===== config.mk =====
export PLATFORM = sky130hd
export DESIGN_NAME = mem_access_arbiter_flat
export DESIGN_NICKNAME = d
export VERILOG_FILES = /design/src/rtl/mem_arb_pkg.sv /design/src/rtl/mem_access_arbiter_if.sv /design/src/rtl/rr_pick_4.sv /design/src/rtl/mem_access_arbiter.sv /design/src/flat_wrapper.sv
export SDC_FILE = /design/constraint.sdc
export NUM_CORES = 1
export LEC_CHECK = 0
export CORE_MARGIN = 4
export CORE_UTILIZATION = 49
export DETAILED_ROUTE_END_ITERATION = 16
export PLACE_DENSITY_LB_ADDON = 0.05
export SYNTH_ARGS = -nofsm -noshare
export SYNTH_HDL_FRONTEND = slang
export SYNTH_SLANG_ARGS = --single-unit

===== constraint.sdc =====
create_clock -name clk -period 2.75 [get_ports clk]
set_clock_uncertainty 0.05 [all_clocks]
set_input_delay 0.55 -clock clk [delete_from_list [all_inputs] [get_ports clk]]
set_output_delay 0.55 -clock clk [all_outputs]
set_load 0.02 [all_outputs]

===== src/rtl/mem_arb_pkg.sv =====
// Shared types and constants for the cell-memory port arbiter.
package mem_arb_pkg;

  localparam int unsigned NUM_CLIENTS = 4;
  localparam int unsigned SEL_W       = 2;

  localparam logic [SEL_W-1:0] CLI_DISPLAY = 2'd0;
  localparam logic [SEL_W-1:0] CLI_ENGINE  = 2'd1;
  localparam logic [SEL_W-1:0] CLI_LOADER  = 2'd2;
  localparam logic [SEL_W-1:0] CLI_HOST    = 2'd3;

  typedef enum logic {
    ARB_IDLE,
    ARB_OWNED
  } arb_state_e;

  function automatic logic [NUM_CLIENTS-1:0] onehot(input logic [SEL_W-1:0] idx);
    onehot      = '0;
    onehot[idx] = 1'b1;
  endfunction

endpackage


===== src/rtl/mem_access_arbiter_if.sv =====
// Request/grant bundle between memory clients and the arbiter.
interface mem_access_arbiter_if;
  import mem_arb_pkg::*;

  logic [NUM_CLIENTS-1:0] req;
  logic [NUM_CLIENTS-1:0] grant;
  logic [SEL_W-1:0]       select;
  logic                   busy;
  logic                   hold_expired;

  modport master (output req, input grant, select, busy, hold_expired);
  modport slave  (input req, output grant, select, busy, hold_expired);

endinterface


===== src/rtl/rr_pick_4.sv =====
// Combinational round-robin picker: first set candidate after the last owner.
module rr_pick_4
  import mem_arb_pkg::*;
(
  input  logic [NUM_CLIENTS-1:0] cand,
  input  logic [SEL_W-1:0]       last,
  output logic                   valid_c,
  output logic [SEL_W-1:0]       idx_c
);

  logic [SEL_W-1:0] pos;

  // Search last+1 .. last+4 (wrapping), so the last owner is tried last.
  always_comb begin
    valid_c = 1'b0;
    idx_c   = last;
    pos     = last;
    for (int unsigned k = 1; k <= NUM_CLIENTS; k++) begin
      pos = last + SEL_W'(k);
      if (!valid_c && cand[pos]) begin
        valid_c = 1'b1;
        idx_c   = pos;
      end
    end
  end

endmodule


===== src/rtl/mem_access_arbiter.sv =====
// Round-robin arbiter for the shared cell-memory port with a hold timer
// that preempts an owner after MAX_HOLD cycles under contention.
module mem_access_arbiter
  import mem_arb_pkg::*;
#(
  parameter int unsigned MAX_HOLD = 16
) (
  input  logic                 clk,
  input  logic                 rst_n,
  mem_access_arbiter_if.slave  bus
);

  localparam int unsigned      CNT_W     = $clog2(MAX_HOLD + 1);
  localparam logic [CNT_W-1:0] HOLD_LAST = CNT_W'(MAX_HOLD - 1);

  arb_state_e             state_q, state_d;
  logic [SEL_W-1:0]       last_q, last_d;
  logic [CNT_W-1:0]       cnt_q, cnt_d;
  logic [NUM_CLIENTS-1:0] grant_q, grant_d;
  logic [SEL_W-1:0]       select_q, select_d;
  logic                   busy_q, busy_d;
  logic                   hold_exp_q, hold_exp_d;

  logic [NUM_CLIENTS-1:0] cand_c;
  logic                   pick_valid_c;
  logic [SEL_W-1:0]       pick_idx_c;

  // While owned, the owner is excluded so a pick always names a different client.
  assign cand_c = (state_q == ARB_OWNED) ? (bus.req & ~onehot(last_q)) : bus.req;

  rr_pick_4 u_pick (
    .cand    (cand_c),
    .last    (last_q),
    .valid_c (pick_valid_c),
    .idx_c   (pick_idx_c)
  );

  always_ff @(posedge clk or negedge rst_n) begin
    if (!rst_n) begin
      state_q    <= ARB_IDLE;
      last_q     <= SEL_W'(NUM_CLIENTS - 1);
      cnt_q      <= '0;
      grant_q    <= '0;
      select_q   <= '0;
      busy_q     <= 1'b0;
      hold_exp_q <= 1'b0;
    end else begin
      state_q    <= state_d;
      last_q     <= last_d;
      cnt_q      <= cnt_d;
      grant_q    <= grant_d;
      select_q   <= select_d;
      busy_q     <= busy_d;
      hold_exp_q <= hold_exp_d;
    end
  end

  always_comb begin
    state_d    = state_q;
    last_d     = last_q;
    cnt_d      = cnt_q;
    grant_d    = grant_q;
    select_d   = select_q;
    hold_exp_d = 1'b0;

    case (state_q)
      ARB_IDLE: begin
        if (pick_valid_c) begin
          state_d  = ARB_OWNED;
          grant_d  = onehot(pick_idx_c);
          select_d = pick_idx_c;
          last_d   = pick_idx_c;
          cnt_d    = '0;
        end
      end
      ARB_OWNED: begin
        if (!bus.req[last_q]) begin
          // Release takes priority over preemption, so no expiry pulse here.
          if (pick_valid_c) begin
            grant_d  = onehot(pick_idx_c);
            select_d = pick_idx_c;
            last_d   = pick_idx_c;
            cnt_d    = '0;
          end else begin
            state_d = ARB_IDLE;
            grant_d = '0;
          end
        end else if (cnt_q == HOLD_LAST) begin
          if (pick_valid_c) begin
            grant_d    = onehot(pick_idx_c);
            select_d   = pick_idx_c;
            last_d     = pick_idx_c;
            cnt_d      = '0;
            hold_exp_d = 1'b1;
          end
        end else begin
          cnt_d = cnt_q + CNT_W'(1);
        end
      end
      default: begin
        state_d = ARB_IDLE;
        grant_d = '0;
      end
    endcase

    busy_d = |grant_d;
  end

  assign bus.grant        = grant_q;
  assign bus.select       = select_q;
  assign bus.busy         = busy_q;
  assign bus.hold_expired = hold_exp_q;

endmodule


===== src/flat_wrapper.sv =====
// flat-port wrapper written by rule: the top's interface ports become plain ports
module mem_access_arbiter_flat import mem_arb_pkg::*;
#(
  parameter int unsigned MAX_HOLD = 16
)
  (clk, rst_n, bus_req, bus_grant, bus_select, bus_busy, bus_hold_expired);
  mem_access_arbiter_if bus_i ();
  input  logic clk;
  input  logic rst_n;
  input wire logic [$bits(bus_i.req)-1:0] bus_req;
  output wire logic [$bits(bus_i.grant)-1:0] bus_grant;
  output wire logic [$bits(bus_i.select)-1:0] bus_select;
  output wire logic [$bits(bus_i.busy)-1:0] bus_busy;
  output wire logic [$bits(bus_i.hold_expired)-1:0] bus_hold_expired;
  assign bus_i.req = bus_req;
  assign bus_grant = bus_i.grant;
  assign bus_select = bus_i.select;
  assign bus_busy = bus_i.busy;
  assign bus_hold_expired = bus_i.hold_expired;
  mem_access_arbiter #(.MAX_HOLD(MAX_HOLD)) u_core (.clk(clk), .rst_n(rst_n), .bus(bus_i));
endmodule

# Yosys cells after proc, flatten, opt, wreduce, memory -nomap -nowiden
# Cells that the tools add are included.
# word_totals
word_cells	78
ff_bits	16
romBits	0
out_inout_bits	8
memories	0
inputBits	6
ram_bits	0
latchBits	0
# op_classes
add_sub_neg	4
eq_ne	2
magnitude_cmp	7
n_bitwise	3
n_mux	46
n_div	0
multipliers	0
shift	0
n_reduce_logical	9
# ops
operator	n
$mux W2	10
$mux W4	5
$mux W1	16
$lt A2 B3 Y1 const B	5
$mux W5	3
$bmux W1 S2	5
$pmux W5 S2	1
$pmux W2 S2	2
$pmux W4 S2	1
$add A5 B1 Y5 const B	1
$eq A5 B4 Y1 const B	1
$logic_and A1 B1 Y1	5
$add A2 B2 Y2 const B	2
$and A4 B4 Y4	1
$demux W1 S2	2
$ge A2 B1 Y1 const B	2
$not A4 Y4	1
$reduce_or A4 Y1	1
$logic_not A1 Y1	3
$ne A3 B3 Y1 const B	1
$add A2 B1 Y2 const B	1
$pmux W1 S2	1
$not A1 Y1	1

# Logic depth before layout (Yosys ltp)
# depth
word_depth	28
mapped_depth	10
ltp_nobuf	8

# Hierarchy
# From an unflattened synthesis, not the netlist that was laid out.
# unflattened
cells_unflattened	86
area_unflattened_um2	880.8
# modules_own_cells
mod	seq_area_each_um2	instances	area_each_um2	cells_each
mem_access_arbiter	402.9	1	798.3	72
rr_pick_4	0.0	1	82.6	14

# Least setup slack after synthesis
# OpenSTA, ideal clock, no wires.
# synth_path
path_type	register to register
start	register u_core.last_q[0]
end	register u_core.grant_q[0] (netlist: u_core.bus.grant[0])
slack_ns	0.113
period_less_slack_ns	2.637
setup_time_ns	0.066
n_path_buf	2
t_arrival_ns	2.521
required_time_ns	2.634
stages_incl_launch_ff	11
cell_sequence	dfstp_2 > buf_6 > inv_1 > ha_1 > mux2_4 > a211oi_2 > o221ai_2 > and3_1 > buf_6 > or3b_1 > o2bb2a_1
# synth_via
elab_chain_cells	27
elab_cells_between_ends	45
cone_classes	add/sub (3); order compare (4); mux (28); bitwise (2); reduce/logical (8)
# synth_lines
element	line_no	rtl
from (decl)	mem_access_arbiter.sv:17	logic [SEL_W-1:0] last_q, last_d;
from (signal assigned)	mem_access_arbiter.sv:41	last_q <= SEL_W'(NUM_CLIENTS - 1);
from (signal assigned)	mem_access_arbiter.sv:49	last_q <= last_d;
$lt A2 B3 Y1 (not written as such) / $ge A2 B1 Y1 (equally long branches)	mem_arb_pkg.sv:19	onehot[idx] = 1'b1;
$logic_and A1 B1 Y1 (not written as such)	mem_arb_pkg.sv:19	
$mux W1 (not written as such)	mem_arb_pkg.sv:19	
$demux W1 S2	n/a	
$not A4 Y4	mem_access_arbiter.sv:29	assign cand_c = (state_q == ARB_OWNED) ? (bus.req & ~onehot(last_q)) : bus.req;
$and A4 B4 Y4	mem_access_arbiter.sv:29	
$mux W4	mem_access_arbiter.sv:29	
$bmux W1 S2	rr_pick_4.sv:20	if (!valid_c && cand[pos]) begin
(+12 left out)	n/a	
$logic_and A1 B1 Y1 (not written as such)	mem_arb_pkg.sv:19	
$mux W1 (not written as such)	mem_arb_pkg.sv:19	
$demux W1 S2	n/a	
$mux W4	mem_access_arbiter.sv:68, mem_access_arbiter.sv:89	
$mux W4	mem_access_arbiter.sv:88	end else if (cnt_q == HOLD_LAST) begin
$mux W4	mem_access_arbiter.sv:77	if (!bus.req[last_q]) begin
$pmux W4 S2 (*)	mem_access_arbiter.sv:66	case (state_q)
via u_core.grant_d[0]	mem_access_arbiter.sv:19	logic [NUM_CLIENTS-1:0] grant_q, grant_d;
to (signal assigned)	mem_access_arbiter.sv:51	grant_q <= grant_d;
to (decl)	mem_access_arbiter.sv:19	
# Mark *: on every way through the listed nets, which the timed path passes. The rest lies on a longest branch. The select of a mux whose other input is x is not followed.
# A chain may end at the register's enable or synchronous reset.

# Worst setup path after layout
# layout_path
start	register u_core.last_q[0]
end	register u_core.grant_q[2] (netlist: u_core.bus.grant[2])
# Same word-level chain as after synthesis.

==> impl_metrics.json <==
{
  "final_nets": 146,
  "startpoint": "u_core.last_q[0]",
  "syn_area_per_cell_um2": 10.0,
  "initial_core_util_pct": 51.1,
  "post_cts_buffers": 0,
  "grt_pass1_vias": 950,
  "wl_met3_um": 68,
  "hold_viol_final": 0,
  "clkTransAtPathRegs_ns": 0.10,
  "p_per_area_mw_per_mm2": 1350,
  "synth-seq-cells": 16,
  "synth_ff_type": "dfrtp_1",
  "layout.area.seq_um2": 403,
  "clk_latency_ns": 0.28,
  "synth_cells": 112,
  "synth_edf_count": 0,
  "htree_levels": 1,
  "clockBufferDepth": 2,
  "synth_cell_types": 42,
  "cts_root_buf": "clkbuf_4",
  "synthArstFlopShare_pct": 100,
  "synth_top_cell_by_area": "dfrtp_1",
  "groute.usage.overall_pct": 16.1,
  "netlist.area_leader.share_pct": 31.3,
  "gp_congestion": 0.795,
  "r2r_end": "u_core.bus.grant[2]",
  "crit_path_end": "u_core.bus.grant[2]",
  "grt_pass1_wl_mm": 4.13,
  "power_w": 0.00183,
  "num_vias": 929,
  "tritoncts": "built",
  "n_antenna_cell": 0,
  "route.met2.wl_mm": 1.05,
  "totalWireLength_mm": 2.31,
  "post_cts_resized": 0,
  "cp-start-kind": "flip-flop",
  "wl_per_cell_um": 14.2,
  "drc": 0,
  "ys_warn_count": 0,
  "syn_area_mm2": 0.00112,
  "path_max_fanout": 5,
  "postCtsHoldBufs": 0,
  "yosysMostFrequentCell": "dfrtp_1",
  "syn_nets": 123,
  "core_area_mm2": 0.00219,
  "ys_seq_area_share_pct": 36.0,
  "fin_setup_tns_ns": 0,
  "multiInputGateArea_um2": 659,
  "irDropWorstVdd_uv": 697,
  "endpoint_kind": "flip-flop",
  "row_count": 17,
  "worst_pin_slew_ns": 0.698,
  "port_buffers": 13,
  "maxCapViolCount": 0,
  "dieArea_mm2": 0.00311,
  "status": "complete, no violations",
  "drt_iter0_markers": 17,
  "maxUsedRoutingLayer": "met4",
  "setup-violations-final": 0,
  "rr_startpoint": "u_core.last_q[0]",
  "maxSlewViolCount": 0,
  "period_share_pct": 93.5,
  "dp_hpwl_mm": 1.80,
  "rr_worst_depth": 8,
  "fill_cells": 187,
  "hp-class": "flip-flop to flip-flop",
  "grt_overflow": 0,
  "area_growth_syn_to_layout_pct": 20.9,
  "clock_sinks": 16,
  "drive_above_1_share_pct": 19.4,
  "dieHeight_um": 55.8,
  "grt_start_max_net_pins": 17,
  "ys_top_cells_by_area": "dfrtp_1 (31%), ha_1 (5.6%), dfstp_2 (4.7%), o21ai_0 (4.5%), mux2i_1 (3.6%)",
  "leakage_nw": 0.595,
  "final.min_clock_period_ns": 2.57,
  "antenna_found_initial": 0,
  "ys_top_cells_by_count": "dfrtp_1 (14), o21ai_0 (10), inv_1 (8)",
  "antenna_left": 0,
  "boundaryPins": 14,
  "crit_required_ns": 2.92,
  "crit_arrival_ns": 2.75,
  "critPathKind": "flip-flop to flip-flop",
  "max_freq_mhz": 389,
  "fin_util_pct": 61.8,
  "via_per_inst": 5.73,
  "die_w_um": 55.8,
  "slew-limit-headroom_pct": 53.3,
  "rsz0062_at_grt": "no",
  "cts_made_buffers": 3,
  "rrSetupSlack_ns": 0.18,
  "dr.pass1.iters": 4,
  "wl_met1_mm": 1.17
}
-- metrics by stage --
stage	cells	worst slack, ns	instance area, µm²	hold slack [ns]
final	162	0.178	1350	0.449
after global routing	162	0.0766	1350	0.495
after CTS	162	0.189	1350	0.453
after detailed placement	158	0.0958	1320	0.425
after global placement	158	0.0523	1320	0.412
after floorplan	112	0.113	1120	0.204
-- worst max-delay path, stage by stage, from the launching register on --
cell,delay (ns)
dfstp_2,0.55
inv_1,0.09
ha_1,0.23
mux2_4,0.29
a211oi_2,0.33
o221ai_2,0.15
and3_1,0.24
or3b_1,0.36
o2bb2a_1,0.23
-- routing by layer --
metal | up-vias | global-route usage, %
met1 | 451 | 22.3
met2 | 16 | 25.3
met5 | - | 0
met3 | 2 | 3.25
li1 | 460 | -
met4 | 0 | 4.86
-- how the worst min path moves through the flow --
stage | start | end | slack, ns | cells past startpoint
global placement | u_core.bus.select[0] | u_core.bus.select[0] | 0.41 | 2
floorplan | rst_n | u_core.bus.busy | 0.20 | 0
detailed placement | u_core.bus.select[0] | u_core.bus.select[0] | 0.42 | 2
CTS | u_core.bus.select[0] | u_core.bus.select[0] | 0.45 | 2
global route | u_core.bus.select[1] | u_core.bus.select[1] | 0.49 | 1
finish | u_core.bus.select[0] | u_core.bus.select[0] | 0.45 | 2
-- cell type report --
cell class,count,area share (%)
sequential,16,29.8
clock buffer,4,2.68
inverter,8,2.22
multi-input combinational,85,48.7
timing repair buffer,21,14.0
tap,28,2.59
-- sequential cells by signal (all words and copies together) (netlist names) --
signal,count
u_core.cnt_q,5
u_core.bus.select,2
u_core.bus.busy,1
u_core.bus.grant,4
u_core.state_q,1
u_core.last_q,2
u_core.bus.hold_expired,1
-- where the power goes --
group | total, W | leakage, nW | switching, W | internal (W)
registers | 0.000410 | 0.201 | 0.0000772 | 0.000333
logic | 0.00127 | 0.374 | 0.000674 | 0.000594
clock network | 0.000154 | 0.0210 | 0.0000735 | 0.0000805
-- cell families after synthesis --
logic type	count (synthesis)	share of synthesized area, %
AOI/OAI and AO/OA	36	24.4
xor gates and xnor gates	2	1.56
adders and majority gates	5	5.59
buffers and inverters	11	5.14
DFF	16	36.0
muxes	9	10.3
and+or+nand+nor	33	17.1
-- cell usage in the layout (no fill, tap or decap), types with 2 or more instances in the layout --
cell type        Yosys  final
a21o_1               3      3
a21oi_1              6      6
a21oi_2              2      2
a22oi_1              2      2
and2_1               2      2
and3_1               2      2
buf_4                0      8
clkbuf_4             0      3
clkdlybuf4s50_1      0     13
dfrtp_1             14     14
dfstp_2              2      2
ha_1                 5      5
inv_1                8      8
mux2_2               2      2
mux2_4               2      2
mux2i_1              4      4
nand2_1              6      6
nand2b_1             3      3
nand3_1              5      5
nor2_1               2      2
nor3_1               4      4
nor3b_1              2      2
o21ai_0             10     10
o2bb2a_1             2      2
or3b_1               2      2
xnor2_1              2      2
(Power assumes the default switching activity.)
